==> src/rtl/seq_ctrl.sv <==
// Host-side controller for the pulse-sequence decoder: loads instruction words, starts/aborts runs, tracks completion.
// Optional feature macro: SEQ_CTRL_CHECKSUM_EN adds a running XOR checksum of written words.
module seq_ctrl #(
    parameter int ADDR_SIZE = 16,
    parameter int WORD_W    = 120
) (
    input  logic                 clk,
    input  logic                 reset,
    input  logic                 host_valid,
    output logic                 host_ready,
    input  logic [1:0]           host_cmd,
    input  logic [ADDR_SIZE-1:0] host_addr,
    input  logic [WORD_W-1:0]    host_wdata,
    output logic                 mem_we,
    output logic [ADDR_SIZE-1:0] mem_waddr,
    output logic [WORD_W-1:0]    mem_wdata,
    output logic                 dec_run,
    output logic                 dec_reset,
    input  logic [3:0]           dec_status,
    output logic                 busy,
    output logic                 done,
    output logic                 err,
    output logic [ADDR_SIZE:0]   word_count
`ifdef SEQ_CTRL_CHECKSUM_EN
    ,
    output logic [31:0]          checksum
`endif
);

    localparam logic [1:0] CMD_WRITE = 2'd0;
    localparam logic [1:0] CMD_START = 2'd1;
    localparam logic [1:0] CMD_ABORT = 2'd2;

    typedef enum logic [2:0] {
        S_IDLE,
        S_WRITE,
        S_START,
        S_RUNNING,
        S_ABORT
    } state_t;

    state_t     state;
    logic [2:0] cnt;
    logic       seen_active;
    logic       accept;
    logic       status_active;

`ifdef SEQ_CTRL_CHECKSUM_EN
    localparam int NSLICE = (WORD_W + 31) / 32;

    function automatic logic [31:0] fold32(input logic [WORD_W-1:0] w);
        logic [NSLICE*32-1:0] p;
        logic [31:0]          acc;
        p             = '0;
        p[WORD_W-1:0] = w;
        acc           = '0;
        for (int i = 0; i < NSLICE; i++) acc ^= p[i*32 +: 32];
        return acc;
    endfunction
`endif

    assign host_ready    = !reset && (state == S_IDLE || state == S_RUNNING);
    assign busy          = (state == S_START) || (state == S_RUNNING) || (state == S_ABORT);
    assign accept        = host_valid && host_ready;
    assign status_active = (dec_status == 4'd4) || (dec_status == 4'd8);

    always_ff @(posedge clk or posedge reset) begin
        if (reset) begin
            state       <= S_IDLE;
            cnt         <= '0;
            seen_active <= 1'b0;
            mem_we      <= 1'b0;
            mem_waddr   <= '0;
            mem_wdata   <= '0;
            dec_run     <= 1'b0;
            dec_reset   <= 1'b0;
            done        <= 1'b0;
            err         <= 1'b0;
            word_count  <= '0;
`ifdef SEQ_CTRL_CHECKSUM_EN
            checksum    <= '0;
`endif
        end else begin
            mem_we <= 1'b0;
            done   <= 1'b0;
            err    <= 1'b0;
            case (state)
                S_IDLE: begin
                    if (accept) begin
                        case (host_cmd)
                            CMD_WRITE: begin
                                mem_we    <= 1'b1;
                                mem_waddr <= host_addr;
                                mem_wdata <= host_wdata;
                                if (!word_count[ADDR_SIZE]) word_count <= word_count + 1'b1;
`ifdef SEQ_CTRL_CHECKSUM_EN
                                checksum  <= checksum ^ fold32(host_wdata);
`endif
                                state     <= S_WRITE;
                            end
                            CMD_START: begin
                                if (word_count == '0) begin
                                    err <= 1'b1;
                                end else begin
                                    state       <= S_START;
                                    dec_run     <= 1'b1;
                                    cnt         <= '0;
                                    seen_active <= 1'b0;
                                end
                            end
                            CMD_ABORT: begin
                                state     <= S_ABORT;
                                dec_reset <= 1'b1;
                                cnt       <= '0;
                            end
                            default: begin
                                word_count <= '0;
`ifdef SEQ_CTRL_CHECKSUM_EN
                                checksum   <= '0;
`endif
                            end
                        endcase
                    end
                end
                S_WRITE: state <= S_IDLE;
                S_START: begin
                    if (status_active) seen_active <= 1'b1;
                    // Hold run for four cycles so the decoder's start shortener sees it.
                    if (cnt == 3'd3) begin
                        dec_run <= 1'b0;
                        state   <= S_RUNNING;
                        cnt     <= '0;
                    end else begin
                        cnt <= cnt + 3'd1;
                    end
                end
                S_RUNNING: begin
                    if (accept && host_cmd == CMD_ABORT) begin
                        state     <= S_ABORT;
                        dec_reset <= 1'b1;
                        cnt       <= '0;
                    end else begin
                        if (accept) err <= 1'b1;
                        if (status_active) seen_active <= 1'b1;
                        if (cnt != 3'd7) cnt <= cnt + 3'd1;
                        // Status 2 without our abort means the decoder was reset externally.
                        if (dec_status == 4'd2) begin
                            err   <= 1'b1;
                            state <= S_IDLE;
                        end else if (dec_status == 4'd1 && (seen_active || cnt >= 3'd3)) begin
                            done  <= 1'b1;
                            state <= S_IDLE;
                        end
                    end
                end
                S_ABORT: begin
                    if (cnt == 3'd1) begin
                        dec_reset <= 1'b0;
                        state     <= S_IDLE;
                    end else begin
                        cnt <= cnt + 3'd1;
                    end
                end
                default: state <= S_IDLE;
            endcase
        end
    end

endmodule

==> config.mk <==
export PLATFORM = sky130hd
export DESIGN_NAME = seq_ctrl
export DESIGN_NICKNAME = d
export VERILOG_FILES = /design/src/rtl/seq_ctrl.sv
export SDC_FILE = /design/constraint.sdc
export NUM_CORES = 1
export LEC_CHECK = 0
export BUFFER_PORTS_ARGS = -buffer_cell sky130_fd_sc_hd__buf_2
export CAP_MARGIN = 15
export CORE_AREA = 2 2 125 127
export DETAILED_ROUTE_END_ITERATION = 6
export DIE_AREA = 0 0 127 129
export GPL_TIMING_DRIVEN = 0
export PLACE_DENSITY = 0.81
export RECOVER_POWER = 50
export SETUP_SLACK_MARGIN = 0.3
export SYNTH_ARGS = -nofsm -noshare
export SYNTH_HDL_FRONTEND = slang
export SYNTH_SLANG_ARGS = --single-unit
==> constraint.sdc <==
create_clock -name clk -period 6.9 [get_ports clk]
set_input_delay 0.69 -clock clk [delete_from_list [all_inputs] [get_ports clk]]
set_output_delay 0.69 -clock clk [all_outputs]
set_load 0.005 [all_outputs]
Word level (Yosys, flattened, before mapping)

Index checks and enable logic that the tools add are counted.

Logic and storage cells: 118
Input bits: 145
Output and inout port bits: 160
Bits in registers: 165

Add/subtract/negate cells: 2
$lt $le $gt $ge: 1
Bitwise operators: 1
Multiplexer cells: 49
Equal/unequal tests: 27
Reductions and logical operators: 26

Operators with widths:

| kind                                                  | count |
|---|---|
| two-way mux 3 bit                                     | 13 |
| one-hot mux 17 bit (2 select lines)                   | 1 |
| two-way mux 1 bit                                     | 26 |
| one-hot mux 3 bit (4 select lines)                    | 2 |
| adder 17 x 1 -> 17 bit, second input constant         | 1 |
| logical NOT 17 bit                                    | 1 |
| two-way mux 17 bit                                    | 1 |
| AND reduction 5 bit                                   | 3 |
| AND reduction 6 bit                                   | 2 |
| inequality test 2 x 1 -> 1 bit, second input constant | 5 |
| inequality test 2 bit, second input constant          | 5 |
| == test 3 x 2 -> 1 bit, second input constant         | 3 |
| one-hot mux 3 bit (3 select lines)                    | 1 |
| inequality test 4 x 1 -> 1 bit, second input constant | 2 |
| inequality test 3 x 1 -> 1 bit, second input constant | 2 |
| inequality test 3 bit, second input constant          | 2 |
| one-hot mux 1 bit (3 select lines)                    | 2 |
| one-hot mux 3 bit (2 select lines)                    | 1 |
| AND reduction 3 bit                                   | 2 |
| nonzero test 3 bit                                    | 2 |
| logical OR 1 bit                                      | 5 |
| == test 4 x 1 -> 1 bit, second input constant         | 1 |
| == test 4 x 2 -> 1 bit, second input constant         | 1 |
| == test 4 x 3 -> 1 bit, second input constant         | 1 |
| 17 further kinds                                      | 21 |

Logic depth before layout (Yosys ltp)

Gate-level depths: netlist (run 1).

Depth in word-level cells: 8
Mapped depth: 7
Mapped depth without buffers: 7

Worst setup path before layout (run 1)

Ideal clock, no wire load.

Kind: input -> register
Start point: in reset
End point: reg state[1]
Stages: 5
Setup time: 0.104 ns
Data arrival time: 5.200 ns
Data required time: 6.796 ns
Buffers on the path: 0
Slack: 1.596 ns
Cell sequence: inv_1 > nand2_1 > o311ai_0 > nand3_1 > a221oi_1

Longest elaborated chain between the ends: 6
Elaborated cells between the ends (all ways): 9
Those cells by class: 2 x eq/ne; 2 x mux; 5 x reduce/logical

RTL lines:

| item                                                                                       | RTL line | text |
|---|---|---|
| start: declaration                                                                         | 8        | `input logic reset,` |
| logical NOT 1 bit (no source line) *                                                       | --       |  |
| logical AND 1 bit *                                                                        | 62       | `assign host_ready = !reset && (state == S_IDLE \|\| state == S_RUNNING);` |
| logical AND 1 bit *                                                                        | 64       | `assign accept = host_valid && host_ready;` |
| logical AND 1 bit                                                                          | 138      | `if (accept && host_cmd == CMD_ABORT) begin` |
| inequality test 4 x 1 -> 1 bit (no source line) or two-way mux 3 bit (tied branches)       | --       |  |
| AND reduction 6 bit (no source line) or one-hot mux 3 bit (4 select lines) (tied branches) | --       |  |
| end signal: assignment                                                                     | 69       | `state <= S_IDLE;` |
| end signal: assignment                                                                     | 139      | `state <= S_ABORT;` |
| end signal: assignment                                                                     | 149      | `state <= S_IDLE;` |
| end: declaration                                                                           | 42       | `state_t state;` |

Every way passes the cells marked *; elsewhere a longest branch is shown, timed or not.
A chain may end at the register's enable or synchronous reset.

Worst setup path in the final report (run 1)

Start point: reg state[0]
End point: out host_ready

Longest elaborated chain between the ends: 3
Elaborated cells between the ends (all ways): 4
Those cells by class: 1 x eq/ne; 3 x reduce/logical

RTL lines:

| item                                                        | RTL line | text |
|---|---|---|
| start signal: assignment                                    | 69       |  |
| start signal: assignment                                    | 99       | `state <= S_WRITE;` |
| start signal: assignment                                    | 105      | `state <= S_START;` |
| == test 3 x 2 -> 1 bit or logical NOT 3 bit (tied branches) | 62       |  |
| logical OR 1 bit *                                          | 62       |  |
| logical AND 1 bit *                                         | 62       |  |
| end: declaration                                            | 10       | `output logic host_ready,` |

Marked as above.

==> results of run 1 <==
[worst reg2reg max path, delay by kind of cell (launching register included)]
kind,cells,cell delay [ps]
DFF,1,450
muxes,1,380
and+or+nand+nor,2,690
buffers and inverters,2,550
[power breakdown]
group | leakage (nW) | internal, mW | switching, mW
clock network | 0.298 | 0.591 | 0.407
registers | 2.03 | 1.39 | 0.225
logic | 2.15 | 0.629 | 0.518
[flip-flops by register name, summed over array words and instances (netlist names)]
name and flops:
mem_wdata 120, word_count 17, mem_waddr 16, cnt 3, state 3, dec_reset 1
dec_run 1, done 1, err 1, mem_we 1, seen_active 1
[through the flow]
step,worst slack (ps),utilization
floorplan,1596,-
global placement,-239.6,0.5769
detailed placement,4025,0.5792
CTS,4418,0.6211
global route,4201,0.6164
finish,4426,0.6164
[cell usage in the layout, fill, tap and decap left out, types with 9 or more instances in the layout]
master / instances
sky130_fd_sc_hd__a21oi_1: 9
sky130_fd_sc_hd__buf_2: 252
sky130_fd_sc_hd__buf_4: 13
sky130_fd_sc_hd__clkbuf_1: 58
sky130_fd_sc_hd__clkbuf_16: 17
sky130_fd_sc_hd__dfrtp_1: 165
sky130_fd_sc_hd__ha_1: 11
sky130_fd_sc_hd__inv_1: 13
sky130_fd_sc_hd__mux2_2: 139
sky130_fd_sc_hd__nand2_1: 12
sky130_fd_sc_hd__nand3_1: 15
sky130_fd_sc_hd__nor2_1: 29
sky130_fd_sc_hd__xor2_1: 11
[how the worst max path moves through the flow]
stage                                end  depth (start not counted)  slack (ps)
final                         host_ready                          4        4430
after global routing            state[1]                          7        4200
after CTS                     host_ready                          4        4420
after detailed placement        state[1]                          7        4030
after global placement    mem_wdata[100]                          2        -240
after floorplan                 state[1]                          5        1600
[cell type report]
cell class / count / share of cell area
Inverter: 14 / 0.006506
Timing Repair Buffer: 305 / 0.1602
Clock inverter: 14 / 0.02033
Clock buffer: 18 / 0.04757
Tap cell: 188 / 0.02548
Buffer: 20 / 0.01477
Multi-Input combinational cell: 290 / 0.2779
Sequential cell: 165 / 0.4473
[layer usage]
| layer | GRT usage | vias to the layer above | share of wire |
|---|---|---|---|
| li1 | - | 2381 | - |
| met1 | 0.2431 | 2510 | 0.37 |
| met2 | 0.3798 | 189 | 0.53 |
| met3 | 0.07235 | 41 | 0.068 |
| met4 | 0.08533 | 0 | 0.029 |
| met5 | 0 | - | 0 |
[cell families after synthesis]
family / synth area share
DFF: 0.5999
muxes: 0.2274
and+or+nand+nor: 0.07253
buffers and inverters: 0.02745
AOI/OAI and AO/OA: 0.03236
xor gates and xnor gates: 0.02036
adders and majority gates: 0.02000
==> metrics list, run 1 <==
* Status: completed
- Clock H-tree levels: 4
- Setup fix buffers added after clock tree synthesis: 0
- Counting every sink on the clock net gives 165.
- The number of max-slew violations in the final report was 0.
- Clock transition at the registers of the reported paths: 70 ps
* PnR Total Power: 3.763 mW
- Crit-path leading delay family: buffers and inverters
- Sorting the synthesized cells by area gives the leading types as sky130_fd_sc_hd__dfrtp_1, sky130_fd_sc_hd__mux2_2, sky130_fd_sc_hd__ha_1.
* Most instantiated cells after synthesis: sky130_fd_sc_hd__dfrtp_1, sky130_fd_sc_hd__mux2_2, sky130_fd_sc_hd__nor2_1, sky130_fd_sc_hd__nand3_1, sky130_fd_sc_hd__inv_1
- Number of enable flip-flop cells after synthesis: 0
- Area of the core region: 14980 µm²
- Drt first pass iters: 5
- Count of warnings emitted by yosys: 0
- The cell area that synthesis handed to floorplanning was 6883 µm².
* Worst-Skew Late Latency: 420 ps
- The share of synthesized area in the top cell type comes to 0.5999.
* Category of the most critical setup path: reg -> out
- In this run, distinct cell masters in the synthesized netlist total 47.
- Number of remaining DRC errors: 0
* Footprint of the flip-flops and latches: 4129 µm²
- The die covers 16380 µm².
- Synthesis produced a netlist with a net count of 645.
- Synthesized area per cell: 14.08 µm²
* CTS Hold Buffers Added: 0
* First-pass GRT wire length: 27030 µm
- Cell with the most instances after synthesis: sky130_fd_sc_hd__dfrtp_1
* Remaining number of nets flagged by the antenna check after routing: 0
* Die width: 127 µm
* Endpoint kind of the worst setup timing path: primary output
* Final worst clock skew: 7.437 ps
* Placed standard-cell area: 8675 µm²
- Cell accounting for the most synthesized area: sky130_fd_sc_hd__dfrtp_1
* Number of DRC markers in iteration 0: 217
- Power per cell area: 407.6 nW/µm²
- Launching instance or port of the critical path: state[0]
- TritonCTS built the clock tree.
- Most used flip-flop cell after synthesis: sky130_fd_sc_hd__dfrtp_1
- VDD sags by at most 170.3 µV.
- Accumulated negative setup slack: 0 ps
- For this design the top-level I/O count stands at 305.
- STA classifies the critical path startpoint as a register.
* Reported max-cap violation count: 0
- The total overflow left after global routing is 0.
- Diodes inserted: 0
* Type of the worst min-delay path: in -> async
- Root cell of the clock tree: sky130_fd_sc_hd__clkbuf_16
- Dividing the final minimum period by the clock period gives 0.3586.
- Post-CTS Resized: 0
- In the final design database the tool counted 969 nets.
* Area of combinational cells with multiple inputs: 2565 µm²
* Maximum number of pins on one net before global-route repair: 88
* Pin slew with the least headroom to its limit: 947.8 ps
* Worst path max stage delay: 460 ps
- Timing would allow up to 0.4042 GHz.
* Layout Cells excl Fill: 1014
- In the final routed layout, each cell accounts on average for 17.72 µm.
- The number of antenna violations at the first check in global routing was 0.
- The endpoint identified for the worst register-to-register timing path is mem_wdata[28].
- After routing the design area is 9231 µm².
* Number of hold violations in the final report: 0
- For this run, the total global-route usage over all layers was measured as 0.2156.
* CP Data Required Time: 6210 ps
- Setup violations remaining at the end of the flow were counted as 0.
- Routability-driven placement finished with a final weighted congestion of 0.8811.
- Summed over all layers, the routed wires come to 17970 µm.
- Subtracting the final worst setup slack from the clock period gives 2474 ps.
- Number of buffers created by CTS: 17
- The initial utilization of the core area, before any placement, comes to 0.4596.
* Max transition margin: 0.3623
* Placed Instances: 982
- The critical path goes through clkbuf_1 > xnor2_1 > nor3b_1 > buf_2.
- RR Startpoint: state[0]
- Vias in the first global route: 5156
- The slowest stage of the critical path is the sky130_fd_sc_hd__dfrtp_1 cell.
* Row cnt: 45
- The number of buffers and inverters on the critical path is 2.
- For flop-to-flop paths, the worst setup slack is 4720 ps.
- After detailed routing, the number of vias per cell comes to 5.050.
- Number of buffers on the longest clock path: 2
- Portion of the post-synthesis area used by sequential elements: 0.5999
- From synthesis to final layout, the design area changed by 34.12%.
- From bottom edge to top edge, the die measures 129 µm.
- In this run the static leakage power is 4.477 nW.
* Arrival time at the worst endpoint: 1780 ps
* Post-DP HPWL: 13440 µm
- Port Buf Inserts: 304
- Along the worst path, the maximum fanout reaches 10.
- Setup repair after global routing missed its margin: false
- After synthesis, the share of flip-flops with an asynchronous set or reset is 1.000.
- The layout has 1207 filler cells.
- Across all layers, the routed design uses 5121 vias.
- Post-Syn Instances: 489
- The worst register-to-register path has a depth of 5.
* FF+latch count, synth: 165
- Across all hold checks on the routed design, the worst slack comes to 417.4 ps.
- Proportion of layout cells with a drive suffix above 1: 0.5436
(Power assumes the default switching activity.)
==> run 2, diff against run 1 <==
--- a/config.mk
+++ b/config.mk
@@ -7,11 +7,11 @@
 export LEC_CHECK = 0
 export BUFFER_PORTS_ARGS = -buffer_cell sky130_fd_sc_hd__buf_2
 export CAP_MARGIN = 15
-export CORE_AREA = 2 2 125 127
+export CORE_AREA = 2 2 130 132
 export DETAILED_ROUTE_END_ITERATION = 6
-export DIE_AREA = 0 0 127 129
+export DIE_AREA = 0 0 132 134
 export GPL_TIMING_DRIVEN = 0
-export PLACE_DENSITY = 0.81
+export PLACE_DENSITY = 0.79
 export RECOVER_POWER = 50
 export SETUP_SLACK_MARGIN = 0.3
 export SYNTH_ARGS = -nofsm -noshare
==> constraint.sdc (replaced) <==
create_clock -name clk -period 2.2 [get_ports clk]
set_input_delay 0.22 -clock clk [delete_from_list [all_inputs] [get_ports clk]]
set_output_delay 0.22 -clock clk [all_outputs]
set_load 0.005 [all_outputs]
==> run 2 against run 1 <==
Non-clock buffer count grew 11. Critical path depth up 4. Count of clock-buffer cells in the layout is the same. Via count increased by 1.0%. Worst hold slack got worse by 380 ps. Final cell count up 4.2%. Core utilization decreased by 3.7 points. Clock power rose to 2.9 times the previous value. Power rose to 3.1 times the previous value. Setup slack worse by 4100 ps. Sequential share of layout area shrank 0.94 points. First-iteration DRC count decreased by 22%. Critical endpoint is now state[1].
==> metrics list, run 2 (synthesized netlist as in run 1, its figures left out) <==
- Antenna violations before repair: 0 (unchanged)
- Power per cell area: 1235 nW/µm² (+200%)
* Final routed wirelength across all metal layers: 16990 µm (-5.5%)
- Setup slack of the most critical reg-to-reg path: 320 ps (-4400 ps)
- The met1 demand-to-capacity share in global routing was 0.2170 (-0.02610).
* Worst-Skew Late Latency: 410 ps (about the same)
- The cell count after placement came to 1017 (+3.6%).
* Die height: 134 µm (+3.9%)
* WL per Instance: 16.07 µm (-9.3%)
* Placed standard-cell area: 8763 µm² (+1.0%)
* Post-DP HPWL: 12690 µm (-5.6%)
- In this run the worst hold path is classified as in -> reg.
- The worst setup path is captured at a register.
* CP Data Required Time: 2510 ps (-3700 ps)
- Largest registers: mem_wdata x120, word_count x17, mem_waddr x16
* Root cell of the clock tree: sky130_fd_sc_hd__clkbuf_16
* Clock H-tree levels: 4 (unchanged)
- The number of rows created at floorplan was 47 (+4.4%).
- The maximum ir drop on the vdd rail is 555.0 µV (+230%).
- Period minus WS final: 1894 ps
- The deepest clock path buffer count came to 2 (unchanged).
* Die width: 132 µm (+3.9%)
* Worst hold slack after final layout: 33.12 ps (-384.2 ps)
- The number of max-slew violations in the final report came to 0 (unchanged).
- Global Route met2 Usage: 0.3469 (-0.03289)
* Layout Cells excl Fill: 1057 (+4.2%)
* Synthesis-to-finish area growth: 37.14%
- The met3 usage came to 0.04044 (-0.03191).
* Worst Path Max Fanout: 38 (+28)
- RePlAce Congestion: 0.8526 (-3.2%)
- Max transition margin: 0.3344 (-0.02787)
- The worst-case clock skew came to 7.512 ps (+0.07455 ps).
- The total die area came to 17690 µm² (+8.0%).
* Clock transition at the registers of the reported paths: 70 ps (about the same)
* Port Buf Inserts: 304 (unchanged)
- Filler Cells Inserted: 1369 (+13%)
- The library cell used most frequently in the layout, excluding fill and tap cells, is sky130_fd_sc_hd__buf_2.
- The leakage power total is 4.564 nW (+1.9%).
- The detailed-route DRC error count is 0 (unchanged).
- The number of flip-flops under the largest register name is 120 (unchanged).
* Max Fclk: 0.5279 GHz
- Setup repair after global routing could not meet its margin everywhere.
- Register containing the most flip-flops in the final layout: mem_wdata
* Remaining number of nets flagged by the antenna check after routing: 0 (unchanged)
- Leading cell types in the layout, fill and taps excluded: sky130_fd_sc_hd__buf_2, sky130_fd_sc_hd__dfrtp_1, sky130_fd_sc_hd__mux2_2, sky130_fd_sc_hd__clkbuf_1, sky130_fd_sc_hd__nor2_1
- Pin slew with the least headroom to its limit: 998.4 ps (+50.55 ps)
* First-pass GRT wire length: 26230 µm (-3.0%)
- The number of diodes added for antenna fixing was 0 (unchanged).
- Number of vias per cell after detailed routing: 4.895 (-3.1%)
* Number of hold violations in the final report: 0 (unchanged)
* Maximum number of pins on one net before global-route repair: 44 (-50%)
- Starting density of the core: 0.4225 (-0.03703)
- Status: completed
* Drt first pass iters: 4 (-1)
- Worst Setup Start Kind: input pin
* Cell area after layout: 9439 µm² (+2.2%)
* Final worst setup slack: 305.7 ps (-4120 ps)
* Routed via count: 5174 (+1.0%)
- The net total in the final layout came to 980 (+1.1%).
- The starting DRC count in detailed routing came to 170 (-22%).
- The total clock sinks came to 165 (unchanged).
- Arrival time at the worst endpoint: 2210 ps (+430 ps)
- The number of failing setup endpoints in the final timing report came to 0 (unchanged).
- TritonCTS built the clock tree.
* Accumulated negative setup slack: 0 ps (unchanged)
* Total global routing overflow: 0 (unchanged)
- The number of buffers added by the clock tree synthesis step was 17 (unchanged).
* Vias in the first global route: 5234 (+1.5%)
* Reported max-cap violation count: 0 (unchanged)
- The setup slack at placement is -84.21 ps (-4109 ps).
- The overall global routing resource usage was 0.1891 (-0.02656).
* Area of the core region: 16290 µm² (+8.8%)
- Category of the most critical setup path: in -> reg
- Of the available clock period, the critical path in the final layout requires 0.8611.
* Most heavily used metal layer in global routing: met2
* Count of pins on the block boundary: 305 (unchanged)
* Proportion of layout cells with a drive suffix above 1: 0.5890 (+0.04542)
==> run 2: metrics by stage <==
step / util / total power, mW
6_report: 0.5795 / 11.66
5_1_grt: 0.5795 / 12.36
4_1_cts: 0.5785 / 11.76
3_5_place_dp: 0.5380 / 8.761
3_3_place_gp: 0.5331 / 8.577
2_1_floorplan: - / 6.812
==> run 2: final cells by class <==
type,count,area [µm²],share of cell area
sequential,165,4133,0.4378
multi-input combinational,290,2671,0.2830
timing repair buffer,316,1575,0.1669
clock buffer,18,429.2,0.04547
tap,220,275.3,0.02916
buffer,20,157.7,0.01670
clock inverter,14,143.9,0.01524
inverter,14,53.80,0.005700
==> run 2: path summary, 6_finish.rpt <==
check	end	start	depth (start not counted)
worst min-delay path	mem_wdata[55]	host_wdata[55]	2
min in group asynchronous	state[2]	reset	4
max in group asynchronous	mem_waddr[6]	reset	5
worst max register to register	cnt[2]	state[2]	6
worst min register to register	dec_run	dec_run	1
worst max-delay path	state[1]	reset	8
==> run 2: layer usage <==
| layer | vias up | wire length, µm |
|---|---|---|
| met5 | - | 0 |
| met4 | 0 | 277 |
| met3 | 25 | 812 |
| met2 | 187 | 9144 |
| met1 | 2551 | 6750 |
| li1 | 2411 | - |
==> run 2: report_power, final <==
| group | switching [mW] | total, mW | internal [mW] |
|---|---|---|---|
| combinational | 1.60 | 3.75 | 2.15 |
| clock | 1.27 | 2.86 | 1.59 |
| sequential | 0.671 | 5.04 | 4.37 |
==> run 2: worst max-delay path, stage by stage <==
cell and delay [ps]:
sky130_fd_sc_hd__clkbuf_1 120, sky130_fd_sc_hd__dlygate4sd3_1 580, sky130_fd_sc_hd__clkinvlp_2 140, sky130_fd_sc_hd__buf_12 230, sky130_fd_sc_hd__nand2_1 140, sky130_fd_sc_hd__o311ai_1 310, sky130_fd_sc_hd__nand3_1 190, sky130_fd_sc_hd__a221oi_2 280
==> run 2: repair_timing <==
item	4_1_cts	5_1_grt
setup buffers	3	3
endpoints found under the setup margin	148	151
resized for setup	14	25
endpoints found under the hold margin	10	0
pin swaps	2	4
hold buffers	2	0
